## src/rtl/alu_panel_seq_pkg.sv

```systemverilog
// Shared types and switch-field layout for the ALU front-panel sequencer.
package alu_panel_seq_pkg;

    typedef enum logic [1:0] {
        ST_IDLE  = 2'd0,
        ST_ISSUE = 2'd1,
        ST_WAIT  = 2'd2,
        ST_DONE  = 2'd3
    } state_e;

    // sw = {opcode, addr_c, addr_b, addr_a}; each index is scaled by the address width
    localparam int unsigned SW_FIELD_A   = 0;
    localparam int unsigned SW_FIELD_B   = 1;
    localparam int unsigned SW_FIELD_C   = 2;
    localparam int unsigned SW_FIELD_OPC = 3;

    function automatic int unsigned field_lsb(input int unsigned idx, input int unsigned addr_w);
        return idx * addr_w;
    endfunction

endpackage

```

## src/rtl/alu_panel_seq_key_conditioner.sv

```systemverilog
// Synchronises, debounces and edge-detects one active-low push button.
module key_conditioner #(
    parameter int unsigned DEB_CYCLES = 50000
) (
    input  logic clk,
    input  logic rst,
    input  logic key_n,
    output logic press
);

    localparam int unsigned CNT_W = $clog2(DEB_CYCLES);

    logic             sync1_q, sync2_q;
    logic             level_q, level_d;
    logic             press_q, press_d;
    logic [CNT_W-1:0] cnt_q, cnt_d;

    // Level follows the synchronised key only after DEB_CYCLES consecutive differing samples
    always_comb begin
        level_d = level_q;
        cnt_d   = '0;
        if (sync2_q != level_q) begin
            if (cnt_q == CNT_W'(DEB_CYCLES - 1)) begin
                level_d = sync2_q;
            end else begin
                cnt_d = cnt_q + CNT_W'(1);
            end
        end
        press_d = level_q & ~level_d;
    end

    always_ff @(posedge clk) begin
        if (rst) begin
            sync1_q <= 1'b1;
            sync2_q <= 1'b1;
            level_q <= 1'b1;
            cnt_q   <= '0;
            press_q <= 1'b0;
        end else begin
            sync1_q <= key_n;
            sync2_q <= sync1_q;
            level_q <= level_d;
            cnt_q   <= cnt_d;
            press_q <= press_d;
        end
    end

    assign press = press_q;

endmodule

```

## src/rtl/alu_panel_seq.sv

```systemverilog
// Front-panel sequencer: turns debounced key presses into single ALU instructions
// and captures the core result for display.
module alu_panel_seq
    import alu_panel_seq_pkg::*;
#(
    parameter int unsigned DATA_W     = 16,
    parameter int unsigned ADDR_W     = 4,
    parameter int unsigned OPC_W      = 4,
    parameter int unsigned DEB_CYCLES = 50000,
    parameter int unsigned TIMEOUT    = 255
) (
    input  logic                      CLK,
    input  logic                      RST,
    input  logic [OPC_W+3*ADDR_W-1:0] sw,
    input  logic                      key_exec_n,
    input  logic                      key_view_n,
    input  logic                      ready,
    input  logic                      wen,
    input  logic [DATA_W-1:0]         res,
    output logic                      start,
    output logic [OPC_W-1:0]          opcode,
    output logic [ADDR_W-1:0]         addr_a,
    output logic [ADDR_W-1:0]         addr_b,
    output logic [ADDR_W-1:0]         addr_c,
    output logic [DATA_W-1:0]         result_q,
    output logic                      busy,
    output logic                      blank_res,
    output logic                      blank_view,
    output logic                      err_drop,
    output logic                      err_timeout
);

    localparam int unsigned A_LSB   = field_lsb(SW_FIELD_A, ADDR_W);
    localparam int unsigned B_LSB   = field_lsb(SW_FIELD_B, ADDR_W);
    localparam int unsigned C_LSB   = field_lsb(SW_FIELD_C, ADDR_W);
    localparam int unsigned OPC_LSB = field_lsb(SW_FIELD_OPC, ADDR_W);
    localparam int unsigned TMR_W   = $clog2(TIMEOUT + 1);

    state_e              state_q, state_d;
    logic                exec_press, view_press;
    logic                exec_ok, view_ok, timer_expired;
    logic                start_q, start_d, busy_q, busy_d;
    logic                err_drop_q, err_drop_d, err_timeout_q, err_timeout_d;
    logic                blank_res_q, blank_res_d, blank_view_q, blank_view_d;
    logic [OPC_W-1:0]    opcode_q, opcode_d;
    logic [ADDR_W-1:0]   addr_a_q, addr_a_d, addr_b_q, addr_b_d, addr_c_q, addr_c_d;
    logic [DATA_W-1:0]   result_r_q, result_r_d;
    logic [TMR_W-1:0]    timer_q, timer_d;

    key_conditioner #(.DEB_CYCLES(DEB_CYCLES)) u_key_exec (
        .clk   (CLK),
        .rst   (RST),
        .key_n (key_exec_n),
        .press (exec_press)
    );

    key_conditioner #(.DEB_CYCLES(DEB_CYCLES)) u_key_view (
        .clk   (CLK),
        .rst   (RST),
        .key_n (key_view_n),
        .press (view_press)
    );

    // Coincident presses cancel each other
    assign exec_ok       = exec_press & ~view_press;
    assign view_ok       = view_press & ~exec_press;
    assign timer_expired = (timer_q == TMR_W'(TIMEOUT - 1));

    always_ff @(posedge CLK) begin
        if (RST) state_q <= ST_IDLE;
        else     state_q <= state_d;
    end

    always_comb begin
        state_d = state_q;
        case (state_q)
            ST_IDLE:  if (exec_ok && ready) state_d = ST_ISSUE;
            ST_ISSUE: state_d = ST_WAIT;
            ST_WAIT: begin
                if (wen)                state_d = ST_DONE;
                else if (timer_expired) state_d = ST_IDLE;
            end
            ST_DONE:  state_d = ST_IDLE;
            default:  state_d = ST_IDLE;
        endcase
    end

    // Outputs are derived from the next state so the registered copies line up with state_q
    always_comb begin
        opcode_d      = opcode_q;
        addr_a_d      = addr_a_q;
        addr_b_d      = addr_b_q;
        addr_c_d      = addr_c_q;
        result_r_d    = result_r_q;
        blank_res_d   = blank_res_q;
        blank_view_d  = blank_view_q;
        err_timeout_d = err_timeout_q;
        timer_d       = '0;
        start_d       = (state_d == ST_ISSUE);
        busy_d        = (state_d != ST_IDLE);
        err_drop_d    = exec_ok && ((state_q != ST_IDLE) || !ready);
        case (state_q)
            ST_IDLE: begin
                if (exec_ok && ready) begin
                    opcode_d      = sw[OPC_LSB +: OPC_W];
                    addr_c_d      = sw[C_LSB +: ADDR_W];
                    addr_b_d      = sw[B_LSB +: ADDR_W];
                    addr_a_d      = sw[A_LSB +: ADDR_W];
                    err_timeout_d = 1'b0;
                end else if (view_ok) begin
                    addr_b_d     = sw[B_LSB +: ADDR_W];
                    addr_a_d     = sw[A_LSB +: ADDR_W];
                    blank_view_d = 1'b0;
                end
            end
            ST_WAIT: begin
                if (wen) begin
                    result_r_d  = res;
                    blank_res_d = 1'b0;
                end else if (timer_expired) begin
                    err_timeout_d = 1'b1;
                end else begin
                    timer_d = timer_q + TMR_W'(1);
                end
            end
            default: ;
        endcase
    end

    always_ff @(posedge CLK) begin
        if (RST) begin
            start_q       <= 1'b0;
            busy_q        <= 1'b0;
            err_drop_q    <= 1'b0;
            err_timeout_q <= 1'b0;
            blank_res_q   <= 1'b1;
            blank_view_q  <= 1'b1;
            opcode_q      <= '0;
            addr_a_q      <= '0;
            addr_b_q      <= '0;
            addr_c_q      <= '0;
            result_r_q    <= '0;
            timer_q       <= '0;
        end else begin
            start_q       <= start_d;
            busy_q        <= busy_d;
            err_drop_q    <= err_drop_d;
            err_timeout_q <= err_timeout_d;
            blank_res_q   <= blank_res_d;
            blank_view_q  <= blank_view_d;
            opcode_q      <= opcode_d;
            addr_a_q      <= addr_a_d;
            addr_b_q      <= addr_b_d;
            addr_c_q      <= addr_c_d;
            result_r_q    <= result_r_d;
            timer_q       <= timer_d;
        end
    end

    assign start       = start_q;
    assign busy        = busy_q;
    assign err_drop    = err_drop_q;
    assign err_timeout = err_timeout_q;
    assign blank_res   = blank_res_q;
    assign blank_view  = blank_view_q;
    assign opcode      = opcode_q;
    assign addr_a      = addr_a_q;
    assign addr_b      = addr_b_q;
    assign addr_c      = addr_c_q;
    assign result_q    = result_r_q;

endmodule

```

## config.mk

```make
export PLATFORM = sky130hd
export DESIGN_NAME = alu_panel_seq
export DESIGN_NICKNAME = d
export VERILOG_FILES = /design/src/rtl/alu_panel_seq_pkg.sv /design/src/rtl/alu_panel_seq_key_conditioner.sv /design/src/rtl/alu_panel_seq.sv
export SDC_FILE = /design/constraint.sdc
export NUM_CORES = 1
export LEC_CHECK = 0
export ABC_AREA = 1
export BUFFER_PORTS_ARGS = -buffer_cell sky130_fd_sc_hd__buf_4
export CAP_MARGIN = 5
export CORE_UTILIZATION = 51
export CTS_BUF_LIST = sky130_fd_sc_hd__clkbuf_4 sky130_fd_sc_hd__clkbuf_8
export CTS_CLUSTER_SIZE = 14
export DETAILED_ROUTE_END_ITERATION = 10
export PLACE_DENSITY = 0.9
export SLEW_MARGIN = 40
export SYNTH_ARGS = -nofsm -noshare
export SYNTH_HDL_FRONTEND = slang
export SYNTH_HIERARCHICAL = 1
export SYNTH_SLANG_ARGS = --single-unit
```

## constraint.sdc

```tcl
create_clock -name CLK -period 1.25 [get_ports CLK]
set_clock_uncertainty 0.05 [all_clocks]
set_input_delay 0.375 -clock CLK [delete_from_list [all_inputs] [get_ports CLK]]
set_output_delay 0.375 -clock CLK [all_outputs]
set_load 0.01 [all_outputs]
```

# [Word level (Yosys, flattened, before mapping)]
# Index checks and enable logic that the tools add are counted.
[word_totals] in_bits=38 word_cells=83 output_inout_bits=38 register_bits=88
[classes] n_eq_ne=12 n_addsub=3 n_bitwise=12 mux=16 n_reduce_logical=17
[op_table] operator="adder 16 x 1 -> 16 bit (second input constant)" n=2
[op_table] operator="equality test 16 bit (second input constant)" n=2
[op_table] operator="2-to-1 mux 4 bit" n=4
[op_table] operator="adder 8 x 1 -> 8 bit (second input constant)" n=1
[op_table] operator="equality test 8 bit (second input constant)" n=1
[op_table] operator="inverter 1 bit" n=8
[op_table] operator="case mux 2 bit (4 select lines)" n=1
[op_table] operator="nonzero test 2 bit" n=4
[op_table] operator="2-to-1 mux 1 bit" n=7
[op_table] operator="2-to-1 mux 2 bit" n=3
[op_table] operator="inequality test 2 bit (second input constant)" n=3
[op_table] operator="AND reduction 2 bit" n=3
[op_table] operator="OR reduction 3 bit" n=2
[op_table] operator="bitwise AND 1 bit" n=4
[op_table] operator="equality test 2 x 1 -> 1 bit (second input constant)" n=2
[op_table] operator="equality test 2 bit (second input constant)" n=2
[op_table] operator="AND reduction 4 bit" n=1
[op_table] operator="OR reduction 4 bit" n=1
[op_table] operator="AND reduction 3 bit" n=1
[op_table] operator="logical AND 1 bit" n=2
[op_table] operator="zero test 2 bit" n=1
[op_table] operator="inequality test 1 bit" n=2
[op_table] operator="case mux 1 bit (2 select lines)" n=1
[op_table] operator="zero test 1 bit" n=1
[op_table] operator="logical OR 1 bit" n=1

# [Depth between registers and ports, before layout]
[logic_depth] depth_word=6 depth_mapped=9 ltp_nobuf=9

# [Cells and area by module]
# Netlist, hierarchy kept.
[modules_own_cells] mod="key_conditioner" cells_each=146 n_inst=2 area_per_inst_um2=997.2
[modules_own_cells] mod="alu_panel_seq" cells_each=222 n_inst=1 area_per_inst_um2=1824.2

# [Worst setup path after synthesis]
# Ideal clock, no wire load.
[synth_path] kind="reg2reg" startpoint="register u_key_exec.cnt_q[0]" endpoint="register u_key_exec.cnt_q[9]" n_path_buf=1 arrival_ns=1.195 stages_incl_launch_ff=10 required_ns=1.086 path_slack_ns=-0.109 setup_time_ns=0.114 cell_sequence="dfxtp_1 -> ha_1 -> nand2_2 -> nor2_4 -> inv_1 -> nor2_2 -> nand2_2 -> nand2_4 -> buf_8 -> nor2_1"
[synth_via] elab_chain_len=2 elab_cells_between_ends=3 classes_between="add/sub (1); eq/ne (1); reduce/logical (1)"
[synth_rtl] element="start: declaration" line="alu_panel_seq_key_conditioner.sv:16" rtl="logic [CNT_W-1:0] cnt_q, cnt_d;"
[synth_rtl] element="start signal: assignment" line="alu_panel_seq_key_conditioner.sv:43" rtl="cnt_q <= cnt_d;"
[synth_rtl] element="branches (longest 2 deep; another with adder 16 x 1 -> 16 bit)"
# Several ways; the timed one is not identified.
# A chain may end at the register's enable or synchronous reset.

# [Worst setup path after layout]
[layout_path] startpoint="register u_key_view.cnt_q[15]" endpoint="register u_key_view.cnt_q[4]"
[layout_via] elab_chain_len=2
[layout_rtl] element="start: declaration" line="alu_panel_seq_key_conditioner.sv:16"
[layout_rtl] element="start signal: assignment" line="alu_panel_seq_key_conditioner.sv:43"
[layout_rtl] element="equality test 16 bit" line="alu_panel_seq_key_conditioner.sv:23" rtl="if (cnt_q == CNT_W'(DEB_CYCLES - 1)) begin"
[layout_rtl] element="OR reduction 3 bit (no source line)"
# No other way between the ends.

==> summary.md <==
| Metric | Value |
|---|---|
| Worst hold-check path type | `in -> reg` |
| Setup ws final | `-0.160 ns` |
| Hold Path Stages | `2` |
| Yosys warns | `6` |
| Die area | `7840 µm²` |
| N_diodes | `0` |
| GRT Overall Usage | `0.254` |
| Gpl congestion | `0.900` |
| Netlist cell types | `28` |
| DRT antenna net count | `0` |
| Cts hold-fix bufs | `0` |
| Power Total | `0.00513 W` |
| CP required | `1.44 ns` |
| Max-cap check violation count | `0` |
| Row Count | `31` |
| WL/cell | `17.8 µm` |
| Outcome | `complete, but fails checks` |
| Global-route wire length before repair | `15.5 mm` |
| Final hold violations | `0` |
| Drt pass-1 iters | `7` |
| IO buf count | `75` |
| Min Tclk post-route | `1.41 ns` |
| Crit Reg-Reg Startpoint | `u_key_view/cnt_q[15]` |
| Syn nets | `556` |
| Post-synth top area cell | `dfxtp_1` |
| Failing checks | `setup timing` |
| Residual DRC | `0` |
| Initial antenna violation count | `0` |
| Worst Path Arrival | `1.60 ns` |
| Fmax | `0.709 GHz` |
| Cells after Synth | `514` |
| I/O Pins | `76` |
| CTS Root Cell | `clkbuf_8` |
| Clk slew on worst S/H paths | `0.10 ns` |
| Initial DRC Count | `402` |
| Final Cycle Share | `1.13` |
| Nets | `671` |
| Sink Count | `88` |
| Vias in the first global route | `3606` |
| Reg2reg setup slack | `-0.16 ns` |
| Crit end category | `register` |
| Worst-path fanout max | `8` |
| Max-slew headroom | `0.716` |
| Via Count | `4230` |
| Sequential fraction of the synthesis area | `0.461` |
| CORE AREA | `7250 µm²` |
| Flops & latches, synth | `88` |
| Hold_sp | `ready` |
| Share of layout cells above drive strength 1 | `0.432` |
| RSZ-0062 raised after global routing | `true` |
| CTS H-tree depth | `3` |
| Synth-to-layout area growth | `44.6%` |
| Final Routed Wirelength | `13.0 mm` |
| Syn Area/Cell | `7.43 µm²` |
| Post-synth top area share | `0.461` |
| Max Slew Vio Count | `0` |
| Crit path launch | `u_key_view/cnt_q[15]` |
| Worst-skew pair later-pin latency | `0.36 ns` |
| Pleak | `2.09 nW` |
| Total grt overflow | `0` |
| Synth top area cells | `dfxtp_1 (46%), nand2_1 (13%), nor2_1 (8.2%), a21oi_1 (5.2%), nand3_1 (5.1%)` |
| Starting Density | `0.526` |
| Pwr per Cell Area | `929 nW/µm²` |
| DIE WIDTH | `88.5 µm` |
| TritonCTS clock tree | `built` |
| Max VDD drop | `0.767 mV` |
| Hold slack | `0.154 ns` |
| Die Span Y | `88.5 µm` |
| WHS Endpoint | `err_drop` |
| Final setup vio count | `55` |
| Via density | `5.77` |
| Mapped Area | `3820 µm²` |
| Crit Path Category | `reg -> reg` |
| DP Wirelength | `6.19 mm` |
| Worst reg2reg endpoint | `u_key_view/cnt_q[4]` |
| Worst-case reg-to-reg path depth | `7` |
| Largest net degree at the start of global routing | `29` |
| Critical path launch point type | `register` |
| CTS Buffer Depth | `2` |
| Total CTS buffers | `9` |
| Worst Tran Pin Value | `0.425 ns` |
## how the worst max path moves through the flow
stage | to | slack (ns) | depth (start not counted)
final | u_key_view/cnt_q[4] | -0.16 | 7
after floorplan | u_key_exec/cnt_q[12] | -0.02 | 9
after global placement | u_key_exec/cnt_q[15] | -0.02 | 8
after global routing | u_key_view/cnt_q[13] | -0.24 | 4
after detailed placement | u_key_view/cnt_q[9] | -0.09 | 5
after CTS | u_key_exec/cnt_q[12] | -0.02 | 6
## per-stage QoR
step	TNS [ns]	cell area [µm²]	worst slack, ns	utilization	cells
floorplan	-0.299	3860	-0.0162	-	514
global placement	-0.250	4630	-0.0200	0.638	698
detailed placement	-1.76	4630	-0.0898	0.638	698
CTS	-0.283	5150	-0.0183	0.710	723
global route	-6.69	5520	-0.237	0.761	733
finish	-4.28	5520	-0.160	0.761	733
## registers in the layout, indices dropped and copies added, names as in the netlist, 2 cells and up
| register | count |
|---|---|
| addr_c | 4 |
| addr_b | 4 |
| u_key_view/cnt_q | 16 |
| addr_a | 4 |
| result_q | 16 |
| u_key_exec/cnt_q | 16 |
| timer_q | 8 |
| state_q | 2 |
| opcode | 4 |
## cells in the mapped netlist
cell type,number
nor2_4,3
nand2_4,3
nor2_2,6
inv_4,1
a21oi_1,40
a21oi_4,1
inv_2,2
or2_2,4
inv_1,45
nand3_1,39
nand2_1,129
xnor2_1,8
buf_2,3
buf_8,3
buf_6,3
clkbuf_1,2
clkinv_2,1
nor2_1,83
xor2_1,9
buf_4,3
o21ai_1,2
ha_1,4
a21oi_2,2
nand3_2,1
dfxtp_1,88
nand4_1,17
nand2_2,4
o21ai_0,8
## cell usage in the layout, fill, tap and decap left out, drive strengths merged, types with 4 or more instances in the layout
cell and n:
nand2 138, buf 116, nor2 92, dfxtp 88
inv 53, a21oi 43, nand3 40, nand4 17
o21ai 10, clkbuf 9, xor2 9, xnor2 8
or2 4, ha 4
## per-layer routing
layer | track usage | vias to the layer above | part of all wire
met4 | 0.133 | 0 | 0.068
li1 | - | 1863 | -
met2 | 0.464 | 301 | 0.51
met3 | 0.0429 | 101 | 0.073
met5 | 0 | - | 0
met1 | 0.281 | 1965 | 0.35
## logic make-up after synthesis
family / synth area share
buffers and inverters: 0.0816
and+or+nand+nor: 0.331
adders and majority gates: 0.0131
xor gates and xnor gates: 0.0390
DFF: 0.461
AOI/OAI and AO/OA: 0.0744
## layout make-up
class | count | area, µm²
multi-input cells | 365 | 2110
flip-flops and latches | 88 | 1840
fillers | 410 | 1730
repair buffers | 116 | 1040
inverters | 49 | 194
clock buffers | 9 | 124
well taps | 99 | 124
clock inverters | 7 | 86.3
## where the power goes
part | total (W) | leakage (nW) | internal (W) | switching, W
Clock | 0.00212 | 0.104 | 0.000971 | 0.00115
Combinational | 0.000199 | 1.24 | 0.000105 | 0.0000938
Sequential | 0.00281 | 0.738 | 0.00280 | 0.00000687
Total | 0.00513 | 2.09 | 0.00388 | 0.00125
## critical path, stage by stage (launching register included)
cell	delay, ns
dfxtp_1	0.38
nand2_1	0.12
inv_1	0.08
nand2_1	0.06
nor2_1	0.26
nand2_4	0.16
nand2_8	0.13
a21oi_1	0.06
## repair_timing
action	CTS	global route
pin swaps	7	8
buffers inserted	7	10
setup endpoints to repair	58	110
resized for setup	76	101
gates cloned	2	0
Power figures use the tool's default switching activity.
